### src/rtl/button_event_decoder.sv
// Button event decoder: turns a debounced, synchronous switch level into
// press/release/long-press/double-click pulses, all registered.
module button_event_decoder #(
  parameter int LONG_LIMIT   = 12500000,
  parameter int DOUBLE_LIMIT = 6250000
) (
  input  logic       i_Clk,
  input  logic       i_Rst_L,
  input  logic       i_Debounced,
  output logic       o_Press,
  output logic       o_Release,
  output logic       o_Long,
  output logic       o_Double,
  output logic       o_Held,
  output logic [2:0] o_State
);

  localparam int MAX_LIMIT = (LONG_LIMIT > DOUBLE_LIMIT) ? LONG_LIMIT : DOUBLE_LIMIT;
  localparam int CW        = $clog2(MAX_LIMIT + 1);
  localparam logic [CW-1:0] LONG_C   = CW'(LONG_LIMIT);
  localparam logic [CW-1:0] DOUBLE_C = CW'(DOUBLE_LIMIT);
  localparam logic [CW-1:0] ONE_C    = CW'(1);

  typedef enum logic [2:0] {
    S_IDLE    = 3'd0,
    S_PRESSED = 3'd1,
    S_LONG    = 3'd2,
    S_GAP     = 3'd3,
    S_SECOND  = 3'd4
  } state_e;

  state_e        state_q, state_d;
  logic [CW-1:0] cnt_q, cnt_d;
  logic          prev_q, prev_d;
  logic          press_q, press_d;
  logic          release_q, release_d;
  logic          long_q, long_d;
  logic          double_q, double_d;
  logic          held_q, held_d;
  logic          press_edge_s;
  logic          release_edge_s;
  logic [CW-1:0] cnt_inc_s;

  assign press_edge_s   = i_Debounced & ~prev_q;
  assign release_edge_s = ~i_Debounced & prev_q;
  assign cnt_inc_s      = cnt_q + ONE_C;

  // Next-state, counter and pulse decode for the event at the current edge
  always_comb begin
    state_d   = state_q;
    cnt_d     = cnt_q;
    prev_d    = i_Debounced;
    held_d    = prev_q;
    press_d   = 1'b0;
    release_d = 1'b0;
    long_d    = 1'b0;
    double_d  = 1'b0;

    case (state_q)
      S_IDLE: begin
        if (press_edge_s) begin
          press_d = 1'b1;
          cnt_d   = ONE_C;
          state_d = S_PRESSED;
        end else begin
          state_d = S_IDLE;
        end
      end

      S_PRESSED, S_SECOND: begin
        if (i_Debounced) begin
          cnt_d = cnt_inc_s;
          if (cnt_inc_s == LONG_C) begin
            long_d  = 1'b1;
            state_d = S_LONG;
          end else begin
            state_d = state_q;
          end
        end else if (release_edge_s) begin
          release_d = 1'b1;
          if (state_q == S_PRESSED) begin
            cnt_d   = ONE_C;
            state_d = S_GAP;
          end else begin
            state_d = S_IDLE;
          end
        end else begin
          state_d = S_IDLE;
        end
      end

      S_LONG: begin
        // A long hold ends in IDLE so it never opens a double-click window
        if (release_edge_s) begin
          release_d = 1'b1;
          state_d   = S_IDLE;
        end else if (!i_Debounced) begin
          state_d = S_IDLE;
        end else begin
          state_d = S_LONG;
        end
      end

      S_GAP: begin
        if (press_edge_s) begin
          press_d  = 1'b1;
          double_d = 1'b1;
          cnt_d    = ONE_C;
          state_d  = S_SECOND;
        end else if (i_Debounced) begin
          press_d = 1'b1;
          cnt_d   = ONE_C;
          state_d = S_PRESSED;
        end else if (cnt_q >= DOUBLE_C) begin
          state_d = S_IDLE;
        end else begin
          cnt_d = cnt_inc_s;
        end
      end

      default: begin
        state_d = S_IDLE;
        cnt_d   = '0;
      end
    endcase
  end

  // State, counter, previous sample and output registers
  always_ff @(posedge i_Clk or negedge i_Rst_L) begin
    if (!i_Rst_L) begin
      state_q   <= S_IDLE;
      cnt_q     <= '0;
      prev_q    <= 1'b0;
      press_q   <= 1'b0;
      release_q <= 1'b0;
      long_q    <= 1'b0;
      double_q  <= 1'b0;
      held_q    <= 1'b0;
    end else begin
      state_q   <= state_d;
      cnt_q     <= cnt_d;
      prev_q    <= prev_d;
      press_q   <= press_d;
      release_q <= release_d;
      long_q    <= long_d;
      double_q  <= double_d;
      held_q    <= held_d;
    end
  end

  assign o_Press   = press_q;
  assign o_Release = release_q;
  assign o_Long    = long_q;
  assign o_Double  = double_q;
  assign o_Held    = held_q;
  assign o_State   = state_q;

endmodule

### config.mk
export PLATFORM = sky130hd
export DESIGN_NAME = button_event_decoder
export DESIGN_NICKNAME = d
export VERILOG_FILES = /design/src/rtl/button_event_decoder.sv
export SDC_FILE = /design/constraint.sdc
export NUM_CORES = 1
export LEC_CHECK = 0
export CAP_MARGIN = 20
export CORE_UTILIZATION = 55
export CTS_BUF_LIST = sky130_fd_sc_hd__clkbuf_4 sky130_fd_sc_hd__clkbuf_8
export DETAILED_ROUTE_END_ITERATION = 10
export MAX_ROUTING_LAYER = met4
export PLACE_DENSITY = 0.72
export SLEW_MARGIN = 20
export SYNTH_ARGS = -nofsm -noshare
export SYNTH_HDL_FRONTEND = slang
export SYNTH_SLANG_ARGS = --single-unit
### constraint.sdc
create_clock -name i_Clk -period 3.04 [get_ports i_Clk]
set_input_delay 0.608 -clock i_Clk [delete_from_list [all_inputs] [get_ports i_Clk]]
set_output_delay 0.608 -clock i_Clk [all_outputs]
set_load 0.02 [all_outputs]
## After elaboration in Yosys (flattened, before gate mapping)

Cells that the tools add are included.

- Register bits after elaboration: 33
- Bits in latches: 0
- Memory bits (writable): 0
- Bits in read-only memories: 0
- Input bits: 3
- Output and inout bits: 8
- Logic and storage cells: 60
- Memories kept: 0

- Add/sub/neg operators: 1
- $mul: 0
- Divide/modulo/power cells: 0
- Magnitude comparators: 1
- Equality and inequality tests: 11
- Shift-type cells: 0
- Mux-type cells: 30
- Bitwise gates (word level): 5
- Reductions and logical operators: 4

Operator list:

| operator | count |
|---|---|
| 2-to-1 mux 24 bit | 7 |
| one-hot mux 24 bit (4 select lines) | 1 |
| adder 24 x 1 -> 24 bit (second input constant) | 1 |
| equality test 24 bit (second input constant) | 1 |
| greater-or-equal comparator 24 x 23 -> 1 bit (second input constant) | 1 |
| 2-to-1 mux 3 bit | 6 |
| one-hot mux 3 bit (4 select lines) | 1 |
| 2-to-1 mux 1 bit | 10 |
| inequality test 3 bit (second input constant) | 3 |
| inequality test 4 bit (second input constant) | 2 |
| equality test 3 x 2 -> 1 bit (second input constant) | 2 |
| 2-to-1 mux 2 bit | 3 |
| AND reduction 5 bit | 1 |
| one-hot mux 1 bit (2 select lines) | 2 |
| equality test 3 x 1 -> 1 bit (second input constant) | 1 |
| equality test 3 bit (second input constant) | 1 |
| zero test 3 bit | 1 |
| NOT 1 bit | 3 |
| AND 1 bit | 2 |
| inequality test 2 bit (second input constant) | 1 |
| AND reduction 2 bit | 1 |
| OR reduction 2 bit | 1 |

## Logic depth before layout (Yosys ltp)

Gate-level depths: netlist of run 1.

- Depth after elaboration: 5
- Depth in mapped cells: 9
- Mapped depth without buffers: 7

## Least setup slack after synthesis of run 1

No wires, ideal clock.

- Kind: reg-to-reg
- From: register cnt_q[0]
- To: register long_q (netlist: o_Long)
- Arrival: 2.199 ns
- Required time: 2.920 ns
- Path slack: 0.721 ns
- Cell stages (with the launch flop): 9
- Cell sequence: dfrtp_1 > ha_1 > nand4_2 > or4_1 > buf_2 > or3_1 > o211ai_2 > nor4_4 > and3_1

- Cells in the longest elaborated chain, start to end: 5

RTL lines:

| item | line | source |
|---|---|---|
| start, declared | 33 | `logic [CW-1:0] cnt_q, cnt_d;` |
| start signal, assigned | 141 | `cnt_q <= cnt_d;` |
| adder 24 x 1 -> 24 bit | 46 | `assign cnt_inc_s = cnt_q + ONE_C;` |
| equality test 24 bit | 73 | `if (cnt_inc_s == LONG_C) begin` |
| 2-to-1 mux 1 bit | 73 |  |
| 2-to-1 mux 1 bit | 71 | `if (i_Debounced) begin` |
| 2-to-1 mux 1 bit | 59 | `case (state_q)` |
| net long_d | 37 | `logic long_q, long_d;` |
| end signal, assigned | 145 | `long_q <= long_d;` |
| end, declared | 37 |  |

The timed path passes the listed nets, and every way through them passes these cells.
A chain may end at the register's enable or synchronous reset.

## Final worst setup path of run 1

Ends and elaborated chain as after synthesis.

==> results of run 1 <==
## cell type report
| class | instances | area (um^2) |
|---|---|---|
| Clock buffer | 6 | 76.3 |
| Clock inverter | 2 | 10.0 |
| Fill cell | 332 | 1420 |
| Inverter | 6 | 22.5 |
| Multi-Input combinational cell | 205 | 1390 |
| Sequential cell | 33 | 826 |
| Tap cell | 50 | 62.6 |
| Timing Repair Buffer | 27 | 228 |
## report_power, final
part / internal [uW] / switching, uW / total (uW)
Clock: 168 / 166 / 333
Sequential: 459 / 40.3 / 499
Combinational: 92.1 / 152 / 244
Total: 719 / 358 / 1080
## kinds of logic (layout without fill, tap and decap cells)
family | Yosys count | in the layout | synth area share (%)
simple gates | 108 | 108 | 26.7
compound gates | 91 | 91 | 29.8
flops | 33 | 33 | 35.5
buf+inv | 28 | 41 | 5.32
fa+ha+maj | 2 | 2 | 1.08
xor+xnor | 2 | 2 | 0.753
mux | 2 | 2 | 0.914
## metal layers
layer	global-route usage, %	share of wire (%)	vias up	routed length (um)
li1	-	-	1066	-
met3	5.99	5.3	5	316
met4	9.57	0.96	0	57
met1	45.9	49	1053	2900
met2	42.1	45	68	2660
met5	-	0	-	0
## worst paths after layout
path,end,start,slack (ns)
max reg2reg,o_Long,cnt_q[0],0.45
min,cnt_q[20],cnt_q[20],0.59
min in group asynchronous,cnt_q[8],i_Rst_L,0.74
max,o_Long,cnt_q[0],0.45
min reg2reg,cnt_q[20],cnt_q[20],0.59
max in group asynchronous,cnt_q[18],i_Rst_L,1.98
## registers in the layout (all words and copies together), names as in the netlist
signal,count
o_Release,1
held_d,1
o_Held,1
o_State,3
o_Press,1
cnt_q,24
o_Long,1
o_Double,1
## per-stage QoR
stage	power, uW	setup WS (ns)	util (%)	cell area (um^2)
after detailed placement	748	0.369	62.6	2520
after global routing	1140	0.250	64.8	2610
after floorplan	658	0.721	-	2330
after global placement	747	0.418	62.6	2520
final	1080	0.449	64.8	2610
after CTS	1080	0.450	64.8	2610
## layout by cell type (no fill, tap or decap), types with 2 or more instances in the layout
cell	n
nor3_1	12
buf_4	17
nor4_1	6
o22ai_1	2
xor2_1	2
clkinv_2	2
o2bb2ai_1	3
nor2b_1	7
o31ai_1	22
o21ai_0	12
o31a_1	2
o221ai_1	2
a31oi_1	9
or3_1	6
nand4_1	8
inv_1	6
nor3b_1	2
and4_1	4
and3_1	2
a22oi_1	2
o211ai_1	4
or4_1	3
dfrtp_1	33
o31ai_2	5
clkdlybuf4s50_1	10
o41ai_1	6
nand2b_1	4
a21oi_1	10
clkbuf_8	5
nand3_1	7
nand2_1	18
ha_1	2
nor2_1	21
## critical path: cells and delay by family, from the launching register on
family	cells	cell delay (ns)
AO/OA/AOI/OAI	1	0.16
adder cells (fa/ha/maj)	1	0.29
flip-flops	1	0.44
AND/OR/NAND/NOR	5	1.64
==> results.txt, run 1 <==
Hold crit path type = flop to flop
Post-synthesis sequential area ratio = 35.5%
Boundary Pins = 11
Clock Latency Late Sink = 0.29 ns
Worst EP required = 3.27 ns
DR vias = 2192
Netlist Area Pre-Place = 0.00233 mm^2
Max_slew headroom = 64.4%
CTS max path bufs = 2
Std cell rows = 23
Worst Tran Pin Value = 0.530 ns
WHS Path Cells = 1
Final WL = 5930 um
Synth top cells by count = dfrtp_1, o31ai_1, nor2_1, nand2_1
Setup Viol. Count Final = 0
Final period utilization = 85.2%
DR WL/cell = 18.0 um
FF-to-FF path depth = 7
Area contributors post-synth = dfrtp_1, o31ai_1, nor2_1
Ys Warns = 0
Full die area = 0.00450 mm^2
First-pass GRT wire length = 10100 um
Crit end category = flop
Port bufs = 10
DP HPWL = 4090 um
Pwr dens = 413 mW/mm^2
Share of cells above drive strength 1 = 15.1%
Final Hold Fails = 0
Post-synth EDFFs = 0
Max_cap viols = 0
Gr usage total = 31.1%
ANT cells = 0
Count leader, synth = dfrtp_1
Hold WS = 0.589 ns
Most used DFF post-synth = dfrtp_1
Drt pass-1 iters = 4
Cells after Synth = 266
Die width = 67.1 um
Post-CTS Setup Bufs = 0
Highest achievable clock rate = 0.386 GHz
Period minus WS final = 2.59 ns
Nature of the critical path startpoint = flop
Final Max Tran Viols = 0
Via density = 6.66
Iter 0 DRT Violations = 269
Synth-to-layout area growth = 12.2%
CP arrival = 2.82 ns
Crit-path slowest cell = or4_1
Final net count = 283
H-tree depth = 2
Number of antenna violations at the first check in global routing = 0
Synthesized net count = 271
Synth cell types = 54
Synth area leader = dfrtp_1
Num CTS Buffers = 5
GPL Wtd Cong = 0.931
Inst Count DP = 321
Crit-path max FO = 7
GRT Residual Overflow = 0
RSZ-0062 raised after global routing = no
Initial core utilization = 57.8%
CTS tree = yes
Post-CTS Hold Fix Bufs = 0
Syn avg cell area = 8.75 um^2
Post-synth ARST share = 100%
Clock sink total = 33
Synth Register Bits = 33
Peak VDD IR = 347 uV
Lkg Pwr = 0.00102 uW
DRC Markers = 0
CP cell instances = ha_1, nand4_2, or4_1, nor3_1, o22ai_1, nor4_4, and3_1
Share of the synthesized area in the top cell type = 35.5%
Crit Path Category = flop to flop
Placeable core area = 0.00403 mm^2
Die Y = 67.1 um
Layout Cells excl Fill = 329
Skew final = 0.00699 ns
Vias in the first global route = 1942
Largest stage delay, worst path = 0.66 ns
Final setup TNS = 0 ns
Number of routed nets with antenna violations = 0
Largest net degree at the start of global routing = 34
Status = complete, no violations
Clock transition at the registers of the reported paths = 0.07 ns
Post-CTS Resized = 0
Root buffer cell = clkbuf_8
Note: power is estimated with default switching activity, not from simulation.
==> run 2, diff against run 1 <==
CTS_CLUSTER_DIAMETER = 60   (was default)
==> results of run 2 <==
Same layout as run 1: the final DEF is identical, and so are final timing and power.
